$ cat config.mk
export PLATFORM = sky130hd
export DESIGN_NAME = lsl8_iter_flat
export DESIGN_NICKNAME = d
export VERILOG_FILES = /design/src/rtl/lsl8_iter_pkg.sv /design/src/rtl/lsl8_iter_if.sv /design/src/rtl/lsl8_iter_step.sv /design/src/rtl/lsl8_iter.sv /design/src/flat_wrapper.sv
export SDC_FILE = /design/constraint.sdc
export NUM_CORES = 1
export LEC_CHECK = 0
export CAP_MARGIN = 30
export CORE_UTILIZATION = 30
export CTS_CLUSTER_DIAMETER = 120
export DETAILED_ROUTE_END_ITERATION = 7
export HOLD_SLACK_MARGIN = 0.08
export PLACE_DENSITY = 0.54
export SLEW_MARGIN = 20
export SYNTH_ARGS = -nofsm -noshare
export SYNTH_HDL_FRONTEND = slang
export SYNTH_HIERARCHICAL = 1
export SYNTH_SLANG_ARGS = --single-unit
$ cat constraint.sdc
create_clock -name i_clk -period 1.9 [get_ports i_clk]
set_input_delay 0.285 -clock i_clk [delete_from_list [all_inputs] [get_ports i_clk]]
set_output_delay 0.285 -clock i_clk [all_outputs]
set_load 0.02 [all_outputs]
$ cat src/rtl/lsl8_iter_pkg.sv
// Shared definitions for the lsl8_iter multi-cycle left shifter:
// data/shift-amount widths and the FSM state encoding.
package lsl8_iter_pkg;

    localparam int WIDTH = 8;
    localparam int SHW   = 3;

    typedef enum logic [1:0] {
        ST_IDLE  = 2'd0,
        ST_SHIFT = 2'd1,
        ST_DONE  = 2'd2
    } state_t;

endpackage

$ cat src/rtl/lsl8_iter_if.sv
// Request/result bundle for lsl8_iter. The rot signal exists only when
// ROTATE_EN is defined.
interface lsl8_iter_if
    import lsl8_iter_pkg::*;
();
    logic             start;
    logic [WIDTH-1:0] d_in;
    logic [SHW-1:0]   shamt;
`ifdef ROTATE_EN
    logic             rot;
`endif
    logic [WIDTH-1:0] d_out;
    logic             carry_out;
    logic             busy;
    logic             done;

    modport master (
        output start, d_in, shamt,
`ifdef ROTATE_EN
        output rot,
`endif
        input  d_out, carry_out, busy, done
    );

    modport slave (
        input  start, d_in, shamt,
`ifdef ROTATE_EN
        input  rot,
`endif
        output d_out, carry_out, busy, done
    );
endinterface

$ cat src/rtl/lsl8_iter_step.sv
// Combinational one-bit left step. With i_rot=0 the vacated LSB is
// zero-filled; with i_rot=1 the outgoing MSB wraps into the LSB.
module lsl8_iter_step
    import lsl8_iter_pkg::*;
(
    input  logic [WIDTH-1:0] i_d,
    input  logic             i_rot,
    output logic [WIDTH-1:0] o_q,
    output logic             o_out_bit
);

    assign o_q       = {i_d[WIDTH-2:0], i_rot & i_d[WIDTH-1]};
    assign o_out_bit = i_d[WIDTH-1];

endmodule

$ cat src/rtl/lsl8_iter.sv
// lsl8_iter: multi-cycle logical shift-left, one bit per clock.
// Build option: define ROTATE_EN to add the rot input (rotate-left mode).
//
// state    | meaning
// ST_IDLE  | waiting for start
// ST_SHIFT | shifting one bit per cycle, busy=1
// ST_DONE  | result valid, done=1 for one cycle; accepts a new start
module lsl8_iter
    import lsl8_iter_pkg::*;
(
    input  logic       i_clk,
    input  logic       i_reset,
    lsl8_iter_if.slave bus
);

    state_t           r_state;
    state_t           w_state_nxt;
    logic [WIDTH-1:0] r_sreg;
    logic [SHW-1:0]   r_cnt;
    logic [WIDTH-1:0] r_d_out;
    logic             r_carry_out;
    logic             w_accept;
    logic             w_last;
    logic             w_rot;
    logic [WIDTH-1:0] w_step_q;
    logic             w_step_bit;

`ifdef ROTATE_EN
    logic r_rot;
    assign w_rot = r_rot;
`else
    assign w_rot = 1'b0;
`endif

    lsl8_iter_step u_step (
        .i_d       (r_sreg),
        .i_rot     (w_rot),
        .o_q       (w_step_q),
        .o_out_bit (w_step_bit)
    );

    // State register.
    always_ff @(posedge i_clk) begin
        if (i_reset) r_state <= ST_IDLE;
        else         r_state <= w_state_nxt;
    end

    // Next-state decode; DONE re-accepts start so back-to-back ops need no bubble.
    always_comb begin
        w_state_nxt = r_state;
        w_accept    = 1'b0;
        w_last      = 1'b0;
        case (r_state)
            ST_IDLE, ST_DONE: begin
                w_state_nxt = ST_IDLE;
                if (bus.start) begin
                    w_accept    = 1'b1;
                    w_state_nxt = (bus.shamt == '0) ? ST_DONE : ST_SHIFT;
                end
            end
            ST_SHIFT: begin
                if (r_cnt == SHW'(1)) begin
                    w_last      = 1'b1;
                    w_state_nxt = ST_DONE;
                end
            end
            default: w_state_nxt = ST_IDLE;
        endcase
    end

    // Datapath: operand capture, shifting, and output load on entry to DONE only.
    always_ff @(posedge i_clk) begin
        if (i_reset) begin
            r_sreg      <= '0;
            r_cnt       <= '0;
            r_d_out     <= '0;
            r_carry_out <= 1'b0;
`ifdef ROTATE_EN
            r_rot       <= 1'b0;
`endif
        end else if (w_accept) begin
            r_sreg <= bus.d_in;
            r_cnt  <= bus.shamt;
`ifdef ROTATE_EN
            r_rot  <= bus.rot;
`endif
            if (bus.shamt == '0) begin
                r_d_out     <= bus.d_in;
                r_carry_out <= 1'b0;
            end
        end else if (r_state == ST_SHIFT) begin
            r_sreg <= w_step_q;
            r_cnt  <= r_cnt - 1'b1;
            if (w_last) begin
                r_d_out     <= w_step_q;
                r_carry_out <= w_step_bit;
            end
        end
    end

    assign bus.d_out     = r_d_out;
    assign bus.carry_out = r_carry_out;
    assign bus.busy      = (r_state == ST_SHIFT);
    assign bus.done      = (r_state == ST_DONE);

endmodule
$ cat src/flat_wrapper.sv
// flat-port wrapper written by rule: the top's interface ports become plain ports
module lsl8_iter_flat import lsl8_iter_pkg::*;
  (i_clk, i_reset, bus_start, bus_d_in, bus_shamt, bus_d_out, bus_carry_out, bus_busy, bus_done);
  lsl8_iter_if bus_i ();
  input  logic i_clk;
  input  logic i_reset;
  input wire logic [$bits(bus_i.start)-1:0] bus_start;
  input wire logic [$bits(bus_i.d_in)-1:0] bus_d_in;
  input wire logic [$bits(bus_i.shamt)-1:0] bus_shamt;
  output wire logic [$bits(bus_i.d_out)-1:0] bus_d_out;
  output wire logic [$bits(bus_i.carry_out)-1:0] bus_carry_out;
  output wire logic [$bits(bus_i.busy)-1:0] bus_busy;
  output wire logic [$bits(bus_i.done)-1:0] bus_done;
  assign bus_i.start = bus_start;
  assign bus_i.d_in = bus_d_in;
  assign bus_i.shamt = bus_shamt;
  assign bus_d_out = bus_i.d_out;
  assign bus_carry_out = bus_i.carry_out;
  assign bus_busy = bus_i.busy;
  assign bus_done = bus_i.done;
  lsl8_iter u_core (.i_clk(i_clk), .i_reset(i_reset), .bus(bus_i));
endmodule
==> flow_metrics.tcl <==
set metrics [dict create \
    outcome "complete, no violations" \
    dieHeight_um 61.9 \
    fmax_mhz 576 \
    drtIter0Drc 31 \
    grtUsageTotal_pct 13.8 \
    clock_power_share_pct 24.3 \
    placed_area_um2 1300 \
    grt-ovfl-total 0 \
    initial_utilization_pct 31.7 \
    syn_area_per_cell_um2 9.68 \
    synthTopCellsByArea "dfxtp_1, mux2i_1, a221oi_1, a211oi_1, buf_4" \
    cts_root_buffer "clkbuf_4" \
    worst_pin_slew_ns 0.637 \
    setup-tns-final_ns 0 \
    cp-start-kind "flip-flop" \
    power_frac_comb_pct 25.1 \
    min_to "u_core/bus.carry_out" \
    slew_headroom_pct 57.4 \
    synth_top_area_cell "dfxtp_1" \
    grt_first_pass_wirelength_mm 3.85 \
    yosysSeqAreaShare_pct 41.0 \
    dr_total_vias 906 \
    worst_ep_required_time_ns 1.62 \
    whs_path_depth 2 \
    antenna_left 0 \
    dr.pass1.iters 4 \
    synth_area_um2 1070 \
    drc 0 \
    die-area_um2 3830 \
    nNetsFinal 146 \
    die_width_um 61.9 \
    stdcell_area_um2 1340 \
    leakagePower_nw 0.528 \
    diodes 0 \
    cts_hold_buf 0 \
    synth_ff_type "dfxtp_1" \
    r2r_start "u_core/r_cnt[1]" \
    cts_made_buffers 3 \
    via_per_inst 5.18 \
    coreArea_um2 3390 \
    clkLatencyLatePin_ns 0.30 \
    synth_edf_count 0 \
    portBuffers 24 \
    fin_crit_ns 1.74 \
    hold_class "reg -> reg" \
    p_int_mw 0.749 \
    ys_ff_latch 22 \
    r2r_slack_ns 0.20 \
    antenna_found_initial 0 \
    grt_pass1_vias 848 \
    period_share_pct 91.4 \
    row_count 21 \
    areaGrowthSynthToFinish_pct 24.2 \
    placed_cells 171 \
    swShare_pct 28.5 \
    post-cts-setup-buffer-count 0 \
    p_total_mw 1.05 \
    drt-total-wl_mm 2.44 \
    r2r_end "u_core/bus.d_out[0]" \
    worst_ir_drop_vdd_v 0.000460 \
    clock_path_buffers 2 \
    worstPathArrival_ns 1.45 \
    power.density_nw_per_um2 785 \
    drv_slew 0 \
    fillers 342 \
    synthArstFlopShare_pct 0 \
    rsz0062_at_grt "false" \
    fin_hold_ws_ns 0.490 \
    rr_worst_depth 5 \
    fin_cells 175 \
    clk_pin_slew_ns 0.12 \
    cts_num_sinks 22 \
    h-tree-depth 1 \
    p_seq_share_pct 50.6 \
    skew_ns 0.00726 \
    syn-num-nets 127 \
    setup_viol 0 \
    gp_congestion 0.732 \
    hp-start "u_core/bus.carry_out" \
    endpoint_kind "output port" \
    cts_tree "done" \
    maxCapViolations 0 \
    yosys.cell_types.count 30 \
    p_switching_mw 0.299 \
    hold_violations 0 \
    crit_path_max_fanout 6 \
    dp_hpwl_mm 1.73 \
    yosys.area.top_type_share_pct 41.0 \
    wl_per_cell_um 14.0 \
    drive_gt1_share_pct 8.53 \
    crit_type "reg -> out" \
    io_pins 25 \
    synth_warnings 6 \
    synthCells 111 \
    grt_max_degree 17 \
]
## final cells by class
class / instances / area (um2) / share of cell area (%)
Tap cell: 46 / 57.6 / 4.31
Inverter: 4 / 15.0 / 1.12
Timing Repair Buffer: 29 / 280 / 21.0
Multi-Input combinational cell: 70 / 505 / 37.9
Sequential cell: 22 / 440 / 33.0
Clock buffer: 4 / 36.3 / 2.72
## Yosys cell counts, types with 3 or more instances
master,instances
inv_1,4
mux2i_1,8
dfxtp_1,22
a221oi_1,8
nand2b_1,3
nor3_1,9
a211oi_1,8
a21oi_1,5
nor2_1,9
buf_2,3
buf_4,8
## kinds of logic after synthesis
family	synth area share, %
and+or+nand+nor	15.4
AOI/OAI and AO/OA	21.5
DFF	41.0
buffers and inverters	12.0
muxes	7.45
adders and majority gates	2.33
other	0.349
## worst max path at each step
stage	from	slack, ns	to	cells past startpoint
after floorplan	u_core/r_cnt[1]	0.44	u_core/bus.d_out[0]	5
after global placement	bus_start	0.12	u_core/bus.d_out[6]	4
after detailed placement	bus_shamt[2]	0.05	u_core/bus.d_out[4]	4
after CTS	u_core/r_state[1]	0.005	bus_busy	3
after global routing	u_core/r_state[0]	0.09	bus_done	2
final	u_core/r_state[0]	0.16	bus_done	2
## layout by cell type, fill, tap and decap left out, types with 2 or more instances in the layout
master / n
clkdlybuf4s50_1: 23
dfxtp_1: 22
nor2_1: 9
nor3_1: 9
mux2i_1: 8
a221oi_1: 8
a211oi_1: 8
a21oi_1: 5
buf_4: 5
inv_1: 4
clkbuf_4: 3
nand2b_1: 3
and2b_1: 2
nand2_1: 2
nand3_1: 2
ha_1: 2
## stage by stage
step	utilization (%)	worst slack [ns]
2_1_floorplan	-	0.440
3_3_place_gp	38.2	0.117
3_5_place_dp	38.2	0.0516
4_1_cts	39.3	0.00483
5_1_grt	39.4	0.0919
6_report	39.4	0.163
## sequential cells by signal (all words and copies together) (netlist names)
register,flops
u_core/bus.carry_out,1
u_core/bus.d_out,8
u_core/r_cnt,3
u_core/r_sreg,8
u_core/r_state,2
## worst max-delay path, stage by stage (launching register included)
cell and delay [ns]:
dfxtp_1 0.36, and2b_1 0.19, clkdlybuf4s50_1 0.60
## routing by layer
metal	GRT usage, %	wire length [um]
met5	0	0
met4	2.22	13
met3	3.73	115
met2	22.9	1160
met1	18.4	1160
## power by group through the flow
stage               registers, mW  clock network [mW]  logic (mW)
finish                      0.530               0.254       0.263
global route                0.536               0.288       0.289
CTS                         0.531               0.270       0.265
detailed placement          0.541                   0       0.264
global placement            0.539                   0       0.259
floorplan                   0.549                   0       0.187
## repair_timing
| item | in CTS | in global routing |
|---|---|---|
| gates resized for setup | 0 | 1 |
| setup endpoints to repair | 0 | 1 |
| endpoints found under the hold margin | 0 | 0 |
Note: power is estimated with default switching activity, not from simulation.
==> RTL change 1: new RTL, same settings <==
Encoding of `state_t`: now one-hot (3 bits for 3 states).
--- a/src/rtl/lsl8_iter_pkg.sv
+++ b/src/rtl/lsl8_iter_pkg.sv
@@ -5,10 +5,10 @@
     localparam int WIDTH = 8;
     localparam int SHW   = 3;
 
-    typedef enum logic [1:0] {
-        ST_IDLE  = 2'd0,
-        ST_SHIFT = 2'd1,
-        ST_DONE  = 2'd2
+    typedef enum logic [2:0] {
+        ST_IDLE  = 3'b001,
+        ST_SHIFT = 3'b010,
+        ST_DONE  = 3'b100
     } state_t;
 
 endpackage
Formal check against the unedited RTL: same outputs for any inputs over 10 cycles, from zero or initial values and one cycle with i_reset high; not proved beyond that.
==> RTL change 1 against the original RTL <==
  * Sequential cell count is 1 higher
  * Routed wire length is 2.8% lower
  * Synthesized area is 3.3% higher
  * Clock skew is 0.0038 ns lower
  * First-iteration DRC count is 3.2% lower
  * Power is 0.70% higher
  * Worst setup slack worse by 0.060 ns
  * Design area is 6.0% higher
  * Combinational power is 19% lower
  * Die area is 3.1% higher
  * Sequential share of layout area is 0.45 points lower
  * Critical path type unchanged
  * Largest power group unchanged
==> RTL change 1: results (changes against the original RTL) <==
| Metric | Value |
|---|---|
| Status | `completed (unchanged)` |
| Synth Area in Adders | `0.0225 (was 0.0233)` |
| Dpl ws | `0.106 ns (was 0.0516 ns)` |
| Initial DRC count | `30 (was 31)` |
| Critical Path AT | `1.51 ns (was 1.45 ns)` |
| Maximum vdd ir drop | `552 uV (was 460 uV)` |
| Post-synthesis sequential area ratio | `0.415 (was 0.410)` |
| Syn Nets | `130 (was 127)` |
| DP HPWL | `1630 um (was 1730 um)` |
| First-pass GRT wire length | `4080 um (was 3850 um)` |
| Gp weighted congestion | `0.708 (was 0.732)` |
| WL final | `2370 um (was 2440 um)` |
| Commonest cells in the netlist | `dfxtp_1 (23), nor2_1 (19), a211oi_1 (10), buf_4 (10), mux2i_1 (9) (was dfxtp_1 (22), nor2_1 (9), nor3_1 (9))` |
| WL/cell | `13.1 um (was 14.0 um)` |
| Pin count of the biggest net entering global routing | `24 (was 17)` |
| Synth Area in XOR/XNOR | `0.0237 (was 0)` |
| Avg Inst Size Synth | `9.74 um2 (was 9.68 um2)` |
| Reg clk slew, reported paths | `0.08 ns (was 0.12 ns)` |
| Ranking of synthesized cells by area | `dfxtp_1 (41%), mux2i_1 (8.1%), a211oi_1 (6.8%) (was dfxtp_1 (41%), mux2i_1 (7.5%), a221oi_1 (6.5%))` |
| Gr usage total | `0.131 (was 0.138)` |
| Post-synthesis mux area share | `0.0812 (was 0.0745)` |
| Hold Path Origin | `u_core/r_sreg[7] (was u_core/bus.carry_out)` |
| Final #Nets | `152 (was 146)` |
| Dpl cells | `177 (was 171)` |
| CP Launch Point | `u_core/r_state[0] (unchanged)` |
| Switching Share | `0.264 (was 0.285)` |
| Layout cells sized above 1 | `0.119 (was 0.0853)` |
| Max FO, Critical Path | `5 (was 6)` |
| Vias in the first global route | `896 (was 848)` |
| Placed Area | `1370 um2 (was 1300 um2)` |
| Clk Latency, worst-skew pair | `0.26 ns (was 0.30 ns)` |
| Clock Skew | `0.00343 ns (was 0.00726 ns)` |
-- RTL change 1: metrics by stage --
step	power [mW]	hold slack, ns
finish	1.06	0.474
global route	1.12	0.484
CTS	1.07	0.475
detailed placement	0.765	0.462
global placement	0.761	0.463
floorplan	0.717	0.357
-- RTL change 1: area by class of cell --
type	count	area, um2	share of cell area
Clock buffer	4	45.0	0.0318
Inverter	2	7.51	0.00531
Multi-Input combinational cell	75	537	0.379
Sequential cell	23	460	0.325
Tap cell	46	57.6	0.0407
Timing Repair Buffer	31	308	0.218
-- RTL change 1: critical path, stage by stage (launching register included) --
cell	delay, ns
dfxtp_1	0.37
nor3b_4	0.25
clkdlybuf4s50_1	0.64
-- RTL change 1: power by group through the flow --
stage / Clock, mW / Sequential, mW / Combinational (mW)
after floorplan: 0 / 0.557 / 0.160
after global placement: 0 / 0.552 / 0.208
after detailed placement: 0 / 0.553 / 0.212
after CTS: 0.317 / 0.542 / 0.212
after global routing: 0.342 / 0.547 / 0.236
final: 0.301 / 0.542 / 0.212
-- RTL change 1: routing by layer --
layer | global-route usage | part of all wire | up-vias
met5 | 0 | 0 | -
met4 | 0.0262 | 0.0051 | 0
met3 | 0.0365 | 0.037 | 2
met2 | 0.228 | 0.47 | 19
met1 | 0.159 | 0.49 | 390
li1 | - | - | 439
-- RTL change 1: repair_timing --
action,in CTS,in global routing
hold buffers,0,0
setup endpoints to repair,0,1
hold endpoints to repair,0,0
resized for setup,0,1
-- RTL change 1: worst paths after layout --
kind | endpoint | slack [ns]
setup / recovery | bus_busy | 0.10
hold / removal | u_core/bus.carry_out | 0.47
setup reg to reg | u_core/bus.d_out[0] | 0.25
hold reg to reg | u_core/bus.carry_out | 0.47
==> RTL change 2: new RTL, same flow settings <==
Made on the original files. `WIDTH`: 8 -> 7.
--- a/src/rtl/lsl8_iter_pkg.sv
+++ b/src/rtl/lsl8_iter_pkg.sv
@@ -2,7 +2,7 @@
 // data/shift-amount widths and the FSM state encoding.
 package lsl8_iter_pkg;
 
-    localparam int WIDTH = 8;
+    localparam int WIDTH = 7;
     localparam int SHW   = 3;
 
     typedef enum logic [1:0] {
Interface: changed (resized bus_d_in and bus_d_out); port bits go from 25 to 23. No check against the original RTL was run, so the function may have changed too.
==> RTL change 2 against the original RTL <==
  * Global-route usage barely moved
  * Design area down 5.3%
  * Routed wire length decreased by 13%
  * Highest routed layer unchanged
  * Sequential cell count decreased by 2
  * Worst setup slack improved by 0.014 ns
  * Critical endpoint unchanged
  * Synthesized area decreased by 8.0%
  * Non-clock buffer count is the same
  * Power grew 2.3%
==> RTL change 2: results (changes against the original RTL) <==
| Metric | Value |
|---|---|
| Max FO, Critical Path | `6 (unchanged)` |
| Syn Nets | `117 (was 127)` |
| Post-CTS resize count | `0 (unchanged)` |
| DR vias/cell | `4.73 (was 5.18)` |
| Ys async rst share | `0 (unchanged)` |
| Status | `completed (unchanged)` |
| Dpl ws | `0.211 ns (was 0.0516 ns)` |
| Ranking of synthesized cells by area | `dfxtp_1 (41%), mux2i_1 (7.1%), a211oi_1 (6.1%) (was dfxtp_1 (41%), mux2i_1 (7.5%), a221oi_1 (6.5%))` |
| LEAKAGE | `0.505 nW (was 0.528 nW)` |
| Pin count of the biggest net entering global routing | `21 (was 17)` |
| Maximum vdd ir drop | `357 uV (was 460 uV)` |
| Combinational power | `0.241 mW (was 0.263 mW)` |
| Gr usage total | `0.138 (about the same)` |
| Hold Path Class | `flop to flop (unchanged)` |
| Avg Inst Size Synth | `9.69 um2 (was 9.68 um2)` |
| Dpl cells | `162 (was 171)` |
| First-pass GRT wire length | `3660 um (was 3850 um)` |
| Layout Cells excl Fill | `166 (was 175)` |
| Clock Power Share | `0.326 (was 0.243)` |
| Clock Skew | `0.0108 ns (was 0.00726 ns)` |
| Distinct cells, synth | `31 (was 30)` |
| WL/cell | `12.8 um (was 14.0 um)` |
| Gp weighted congestion | `0.723 (was 0.732)` |
| Initial antenna violation count | `0 (unchanged)` |
| Initial DRC count | `15 (was 31)` |
| Layout cells sized above 1 | `0.123 (was 0.0853)` |
| Ant. Diodes | `0 (unchanged)` |
| DP HPWL | `1560 um (was 1730 um)` |
| Power share of the sequential group | `0.450 (was 0.506)` |
| Number of CTS-inserted buffers | `3 (unchanged)` |
| Final #Nets | `138 (was 146)` |
| Switching Share | `0.259 (was 0.285)` |
| Clk buf depth | `2 (unchanged)` |
| Commonest cells in the netlist | `dfxtp_1 (20), nor2_1 (9), a211oi_1 (8) (was dfxtp_1 (22), nor2_1 (9), nor3_1 (9))` |
| Vias in the first global route | `795 (was 848)` |
| Port bufs | `22 (was 24)` |
| Synth warn | `6 (unchanged)` |
| Post-synthesis sequential area ratio | `0.405 (was 0.410)` |
| Router iterations before antenna repair | `4 (unchanged)` |
-- RTL change 2: changes by cell type in the layout (fill, tap and decap cells not counted), sizes merged, moves of 2 or more --
cell / change
a21oi: -2
buf: +2
clkdlybuf4s50: -2
dfxtp: -2
-- RTL change 2: final cells by class --
cell class / instances / area, um2
Clock buffer: 3 / 22.5
Clock inverter: 1 / 30.0
Fill cell: 313 / 1810
Inverter: 4 / 15.0
Multi-Input combinational cell: 65 / 465
Sequential cell: 20 / 400
Tap cell: 44 / 55.1
Timing Repair Buffer: 29 / 275
-- RTL change 2: worst paths after layout --
check / slack, ns / start / endpoint / cells after the start
max: 0.18 / u_core/r_state[0] / bus_done / 2
max reg2reg: 0.35 / u_core/r_cnt[1] / u_core/bus.d_out[4] / 5
min: 0.48 / u_core/r_cnt[1] / u_core/r_cnt[1] / 2
min reg2reg: 0.48 / u_core/r_cnt[1] / u_core/r_cnt[1] / 2
-- RTL change 2: cell families (layout without fill, tap and decap cells) --
group,after synthesis,after routing,synth area share
simple gates,31,31,0.168
compound gates,23,23,0.194
flops,20,20,0.405
buf+inv,17,37,0.124
mux,7,7,0.0709
fa+ha+maj,2,2,0.0253
other cells,1,1,0.00379
xor+xnor,1,1,0.00886
-- RTL change 2: critical path, stage by stage (launching register included) --
cell             delay [ns]
dfxtp_1                0.36
and2b_1                0.19
clkdlybuf4s50_1        0.59
-- RTL change 2: per-stage QoR --
stage | cell area, um2 | hold WS, ns
floorplan | 988 | 0.448
global placement | 1210 | 0.460
detailed placement | 1210 | 0.465
CTS | 1260 | 0.482
global route | 1260 | 0.517
finish | 1260 | 0.477
-- RTL change 2: per-layer routing --
layer  up-vias  share of wire  track usage
li1        399              -            -
met1       367           0.48        0.181
met2        18           0.45        0.213
met3         2          0.057       0.0415
met4         0         0.0061       0.0510
met5         -              0            0
